$ cat config.mk
export PLATFORM = sky130hd
export DESIGN_NAME = hazard_stall_ctrl
export DESIGN_NICKNAME = d
export VERILOG_FILES = /design/src/rtl/hazard_stall_ctrl.sv
export SDC_FILE = /design/constraint.sdc
export NUM_CORES = 1
export LEC_CHECK = 0
export BUFFER_PORTS_ARGS = -buffer_cell sky130_fd_sc_hd__clkbuf_2
export CAP_MARGIN = 0
export CELL_PAD_IN_SITES_DETAIL_PLACEMENT = 1
export CELL_PAD_IN_SITES_GLOBAL_PLACEMENT = 1
export CORE_ASPECT_RATIO = 0.8
export CORE_MARGIN = 10
export CORE_UTILIZATION = 30
export CTS_CLUSTER_DIAMETER = 30
export CTS_CLUSTER_SIZE = 40
export DETAILED_ROUTE_END_ITERATION = 10
export PLACE_DENSITY_LB_ADDON = 0.25
export SLEW_MARGIN = 10
export SYNTH_ARGS = -nofsm -noshare
export SYNTH_HDL_FRONTEND = slang
export SYNTH_SLANG_ARGS = --single-unit
$ cat constraint.sdc
create_clock -name clk -period 1.8 [get_ports clk]
set_input_delay 0.09 -clock clk [delete_from_list [all_inputs] [get_ports clk]]
set_output_delay 0.09 -clock clk [all_outputs]
set_load 0.1 [all_outputs]
$ cat src/rtl/hazard_stall_ctrl.sv
// Pipeline stall/flush/grant controller for the 5-stage core: load-use and
// branch-in-decode hazards, I/D fill arbitration on the shared port, HLT drain.
module hazard_stall_ctrl #(
   parameter int DRAIN_CYCLES = 3,
   parameter int CNT_W        = 16
) (
   input  logic             clk,
   input  logic             rst,
   input  logic [3:0]       fd_regRs,
   input  logic [3:0]       fd_regRt,
   input  logic             fd_uses_rs,
   input  logic             fd_uses_rt,
   input  logic             fd_is_branch,
   input  logic             fd_halt,
   input  logic             branch_taken,
   input  logic             de_memread,
   input  logic             de_regwrite,
   input  logic [3:0]       de_dstreg,
   input  logic             em_memread,
   input  logic [3:0]       em_dstreg,
   input  logic             icache_miss,
   input  logic             icache_fill_done,
   input  logic             dcache_miss,
   input  logic             dcache_fill_done,
   output logic             pc_write,
   output logic             fd_write,
   output logic             fd_flush,
   output logic             de_write,
   output logic             de_flush,
   output logic             em_write,
   output logic             mw_write,
   output logic             igrant,
   output logic             dgrant,
   output logic             halt_done,
   output logic [CNT_W-1:0] stall_count
);

   localparam int DCW = $clog2(DRAIN_CYCLES + 1);

   typedef enum logic [2:0] {
      S_RUN    = 3'd0,
      S_IFILL  = 3'd1,
      S_DFILL  = 3'd2,
      S_DRAIN  = 3'd3,
      S_HALTED = 3'd4
   } state_t;

   state_t           state_q, state_d;
   logic [DCW-1:0]   cnt_q, cnt_d;
   logic [CNT_W-1:0] stall_q, stall_d;

   logic de_nz_s, em_nz_s, load_use_s, br_haz_s, hz_s;

   // R0 is hardwired zero, so a write to it can never create a dependency.
   assign de_nz_s    = (de_dstreg != 4'd0);
   assign em_nz_s    = (em_dstreg != 4'd0);
   assign load_use_s = de_memread & de_nz_s &
                       ((fd_uses_rs & (de_dstreg == fd_regRs)) |
                        (fd_uses_rt & (de_dstreg == fd_regRt)));
   assign br_haz_s   = fd_is_branch & fd_uses_rs &
                       ((de_regwrite & de_nz_s & (de_dstreg == fd_regRs)) |
                        (em_memread  & em_nz_s & (em_dstreg == fd_regRs)));
   assign hz_s       = load_use_s | br_haz_s;

   assign halt_done   = (state_q == S_HALTED);
   assign stall_count = stall_q;

   // Enables, flushes and grants from current state and hazard inputs.
   always_comb begin
      pc_write = 1'b0;
      fd_write = 1'b0;
      fd_flush = 1'b0;
      de_write = 1'b0;
      de_flush = 1'b0;
      em_write = 1'b0;
      mw_write = 1'b0;
      igrant   = 1'b0;
      dgrant   = 1'b0;
      case (state_q)
         S_RUN: begin
            de_write = 1'b1;
            em_write = 1'b1;
            mw_write = 1'b1;
            if (hz_s) begin
               de_flush = 1'b1;
            end else begin
               pc_write = 1'b1;
               fd_write = 1'b1;
               fd_flush = branch_taken;
            end
         end
         S_IFILL: begin
            igrant = 1'b1;
            if (dcache_miss) begin
               pc_write = 1'b0;
            end else if (hz_s) begin
               de_write = 1'b1;
               de_flush = 1'b1;
               em_write = 1'b1;
               mw_write = 1'b1;
            end else begin
               // A taken branch redirects the PC while the fill keeps the port.
               pc_write = branch_taken;
               fd_write = 1'b1;
               fd_flush = 1'b1;
               de_write = 1'b1;
               em_write = 1'b1;
               mw_write = 1'b1;
            end
         end
         S_DFILL: begin
            dgrant = 1'b1;
         end
         S_DRAIN: begin
            if (dcache_miss) begin
               dgrant = 1'b1;
            end else begin
               fd_write = 1'b1;
               fd_flush = 1'b1;
               de_write = 1'b1;
               em_write = 1'b1;
               mw_write = 1'b1;
            end
         end
         S_HALTED: begin
            pc_write = 1'b0;
         end
         default: begin
            pc_write = 1'b0;
         end
      endcase
   end

   // Next state, drain countdown and stall-cycle counter.
   always_comb begin
      state_d = state_q;
      cnt_d   = cnt_q;
      case (state_q)
         S_RUN: begin
            if (dcache_miss) begin
               state_d = S_DFILL;
            end else if (icache_miss) begin
               state_d = S_IFILL;
            end else if (fd_halt && !hz_s) begin
               state_d = S_DRAIN;
               cnt_d   = DCW'(DRAIN_CYCLES);
            end else begin
               state_d = S_RUN;
            end
         end
         S_IFILL: begin
            if (icache_fill_done) begin
               state_d = dcache_miss ? S_DFILL : S_RUN;
            end else begin
               state_d = S_IFILL;
            end
         end
         S_DFILL: begin
            if (dcache_fill_done) begin
               state_d = icache_miss ? S_IFILL : S_RUN;
            end else begin
               state_d = S_DFILL;
            end
         end
         S_DRAIN: begin
            if (dcache_miss) begin
               cnt_d = cnt_q;
            end else if (cnt_q <= DCW'(1)) begin
               state_d = S_HALTED;
               cnt_d   = {DCW{1'b0}};
            end else begin
               cnt_d = cnt_q - DCW'(1);
            end
         end
         S_HALTED: begin
            state_d = S_HALTED;
         end
         default: begin
            state_d = S_RUN;
            cnt_d   = {DCW{1'b0}};
         end
      endcase

      if (!pc_write && (state_q != S_HALTED) && (stall_q != {CNT_W{1'b1}})) begin
         stall_d = stall_q + CNT_W'(1);
      end else begin
         stall_d = stall_q;
      end
   end

   // State registers with asynchronous reset.
   always_ff @(posedge clk or posedge rst) begin
      if (rst) begin
         state_q <= S_RUN;
         cnt_q   <= {DCW{1'b0}};
         stall_q <= {CNT_W{1'b0}};
      end else begin
         state_q <= state_d;
         cnt_q   <= cnt_d;
         stall_q <= stall_d;
      end
   end

endmodule
==> impl_table.tex <==
\begin{tabular}{lr}
\hline
Metric & Value \\
\hline
\multicolumn{2}{l}{\textbf{Run status}} \\
Run status & completed \\
\multicolumn{2}{l}{\textbf{Setup path}} \\
Data required, critical path & 1.71 ns \\
Setup crit end kind & primary output \\
Crit Path Category & in -> out \\
Data arrival time of the critical path & 1.70 ns \\
Maximum fanout along the worst path & 4 \\
Critical Path Source Type & primary input \\
\multicolumn{2}{l}{\textbf{Clocking}} \\
\# clock sinks & 21 \\
Clock Tree Buf Depth & 2 \\
Latest clock arrival within the worst-skew pair & 0.26 ns \\
Clock-pin slew reported for the worst setup and hold paths after clock tree synthesis & 0.08 ns \\
Cell chosen for the clock root & sky130\_fd\_sc\_hd\_\_clkbuf\_8 \\
H-tree depth & 1 \\
Clock tree from TritonCTS & yes \\
Total clock buffers created by CTS & 3 \\
\multicolumn{2}{l}{\textbf{Place}} \\
Pre-CTS WS & -0.0970 ns \\
Routability-driven placement congestion ratio & 0.793 \\
HPWL after DPL & 3.99 mm \\
Cells after DPL & 290 \\
Number of buffers inserted by port buffering & 55 \\
Cell area after placement & 0.00226 sq mm \\
\multicolumn{2}{l}{\textbf{Floorplan}} \\
Die height & 83.4 um \\
Chip width & 99.2 um \\
Core region area & 0.00471 sq mm \\
Site Rows & 22 \\
Die area & 0.00827 sq mm \\
Starting density of the core & 32.0\% \\
Ports & 56 \\
\multicolumn{2}{l}{\textbf{Layout}} \\
Layout cells sized above 1 & 59.3\% \\
Non-Filler Cell Area, Final & 0.00253 sq mm \\
Syn-to-layout area delta & 68.1\% \\
N\_diodes & 0 \\
Commonest non-fill, non-tap cell in the layout & sky130\_fd\_sc\_hd\_\_clkbuf\_2 \\
Post-route core utilization & 53.8\% \\
Commonest cells after routing, fill and taps aside & sky130\_fd\_sc\_hd\_\_clkbuf\_2, sky130\_fd\_sc\_hd\_\_buf\_4, sky130\_fd\_sc\_hd\_\_xnor2\_1, sky130\_fd\_sc\_hd\_\_nand3\_1, sky130\_fd\_sc\_hd\_\_dfrtp\_2 \\
Count of placed standard cells in the final layout, fillers left out & 306 \\
Final net count & 278 \\
\multicolumn{2}{l}{\textbf{Timing}} \\
Pin slew with the least headroom to its limit & 0.555 ns \\
Setup Skew & 0.00503 ns \\
Relative slew slack & 63.2\% \\
Achievable Freq & 560 MHz \\
Setup repair after global routing missed its margin & yes \\
Setup ws final & 0.0127 ns \\
Final Max Tran Viols & 0 \\
Post-layout minimum cycle time & 1.79 ns \\
Post-route setup TNS & 0 ns \\
Final number of setup-violating endpoints & 0 \\
Final critical-path share of the clock period & 99.3\% \\
Number of failing hold endpoints at the final stage & 0 \\
\multicolumn{2}{l}{\textbf{Synth}} \\
Number of synthesis warnings & 0 \\
Net count after synthesis & 193 \\
Number of instances in the synthesized netlist & 162 \\
Post-synthesis cell type count & 51 \\
Syn Std Cell Area & 0.00151 sq mm \\
Post-synthesis sequential element count & 21 \\
Synthesized area per cell & 9.30 sq um \\
Portion of the post-synthesis area used by sequential elements & 34.9\% \\
\multicolumn{2}{l}{\textbf{GRT}} \\
Global-route usage over all layers & 12.1\% \\
First-pass GRT wire length & 8.51 mm \\
Number of antenna violations at the first check in global routing & 0 \\
Number of global-route vias before repair & 1675 \\
Pin count of the biggest net entering global routing & 22 \\
Global route overflow & 0 \\
\multicolumn{2}{l}{\textbf{Detailed routing}} \\
Routed Wire Length & 5.52 mm \\
Via count & 1553 \\
WL/cell & 18.0 um \\
Violation count after the first detailed-route iteration & 41 \\
Post-route antenna net violation count & 0 \\
Number of detailed-routing iterations run before antenna repair & 4 \\
Number of DRC violations after detailed routing & 0 \\
Number of vias per cell & 5.08 \\
\multicolumn{2}{l}{\textbf{Pwr}} \\
LEAKAGE & 1.09 nW \\
Ratio of total power to cell area & 1900 mW/mm\^{}2 \\
Worst vdd ir & 1.81 mV \\
\multicolumn{2}{l}{\textbf{Min path}} \\
Worst min-delay path class & in -> reg \\
\multicolumn{2}{l}{\textbf{Flow run}} \\
Maximum Capacitance Violations & 0 \\
\hline
\end{tabular}
-- cells in the mapped netlist (all sizes together) --
library cell	instances	share of area, %
and4b	1	0.66
and2	2	0.91
nor4b	1	0.58
ha	1	0.83
buf	4	2.5
o21ai	6	2.0
a2111oi	2	1.6
nor2	6	1.5
o21bai	1	0.50
or2b	1	0.58
o211ai	1	0.83
o22ai	1	0.42
or3	1	0.42
o41ai	1	0.58
a21o	1	0.50
nand2	13	3.4
o21a	2	1.0
nor3	8	2.7
xor2	11	6.4
nor4	4	3.1
nand2b	3	1.2
and3	5	2.2
and3b	1	0.58
clkbuf	6	2.8
nand3	13	4.3
inv	4	1.0
and4	1	0.58
dfrtp	21	35
o211a	1	0.66
or3b	1	0.58
o311a	1	0.66
nand4	3	1.2
a211oi	1	0.50
mux2	1	0.75
nor2b	2	0.83
a32oi	1	1.1
a21oi	5	1.7
o22a	1	0.58
o31a	1	0.58
o32ai	1	0.58
nor3b	3	1.5
nand3b	2	1.0
xnor2	16	9.3
-- registers in the layout (all words and copies together) (netlist names) --
register     flops
cnt_q            2
stall_count     16
state_q          3
-- worst max-delay path: stages --
cell                         delay (ns)
sky130_fd_sc_hd__buf_4             0.14
sky130_fd_sc_hd__nor4_2            0.35
sky130_fd_sc_hd__nor2_1            0.16
sky130_fd_sc_hd__a2111oi_4         0.37
sky130_fd_sc_hd__o211ai_2          0.15
sky130_fd_sc_hd__buf_4             0.19
sky130_fd_sc_hd__clkinvlp_4        0.07
sky130_fd_sc_hd__buf_12            0.16
-- per-stage QoR --
stage / total power [mW] / hold slack, ns
after floorplan: 3.28 / 0.0660
after global placement: 4.21 / 0.124
after detailed placement: 4.26 / 0.130
after CTS: 4.64 / 0.137
after global routing: 5.04 / 0.178
final: 4.80 / 0.151
-- report_power, final --
group	internal [mW]	leakage, nW	switching [mW]	total [mW]
combinational	1.33	0.821	2.36	3.69
clock	0.155	0.0255	0.167	0.322
sequential	0.633	0.246	0.163	0.796
total	2.12	1.09	2.69	4.80
-- path summary, 6_finish.rpt --
| kind | start | endpoint | slack, ns | depth (start not counted) |
|---|---|---|---|---|
| min reg2reg | stall_count[13] | stall_count[13] | 0.49 | 1 |
| max | de_dstreg[0] | pc_write | 0.01 | 8 |
| max in group asynchronous | rst | stall_count[0] | 1.14 | 4 |
| min | fd_halt | cnt_q[1] | 0.15 | 3 |
| max reg2reg | stall_count[1] | stall_count[1] | 0.05 | 7 |
| min in group asynchronous | rst | stall_count[9] | 0.39 | 4 |
-- metal layers --
metal / global-route usage (%) / routed length (um)
met5: 0 / 0
met3: 3.73 / 280
met2: 19.4 / 2840
met4: 2.46 / 36
met1: 15.5 / 2360
-- cell families (layout without fill, tap and decap cells) --
group	Yosys count	in the layout	share of synthesized area [%]
compound gates	27	27	13.7
simple gates	71	71	27.8
mux	1	1	0.747
buf+inv	14	98	6.31
xor+xnor	27	27	15.7
fa+ha+maj	1	1	0.830
flops	21	21	34.9
-- what timing repair did --
action | CTS | global route
resized for setup | 4 | 28
pin swaps | 2 | 9
hold endpoints to repair | 21 | 0
endpoints found under the setup margin | 5 | 10
setup buffers | 2 | 9
hold buffers | 1 | 0
-- cell type report --
class | count | area, sq um
clock buffer | 3 | 41.3
multi-input combinational | 127 | 1110
inverter | 4 | 18.8
tap | 60 | 75.1
fill | 542 | 2170
timing repair buffer | 90 | 716
sequential | 21 | 563
clock inverter | 1 | 5.00
(Power assumes the default switching activity.)
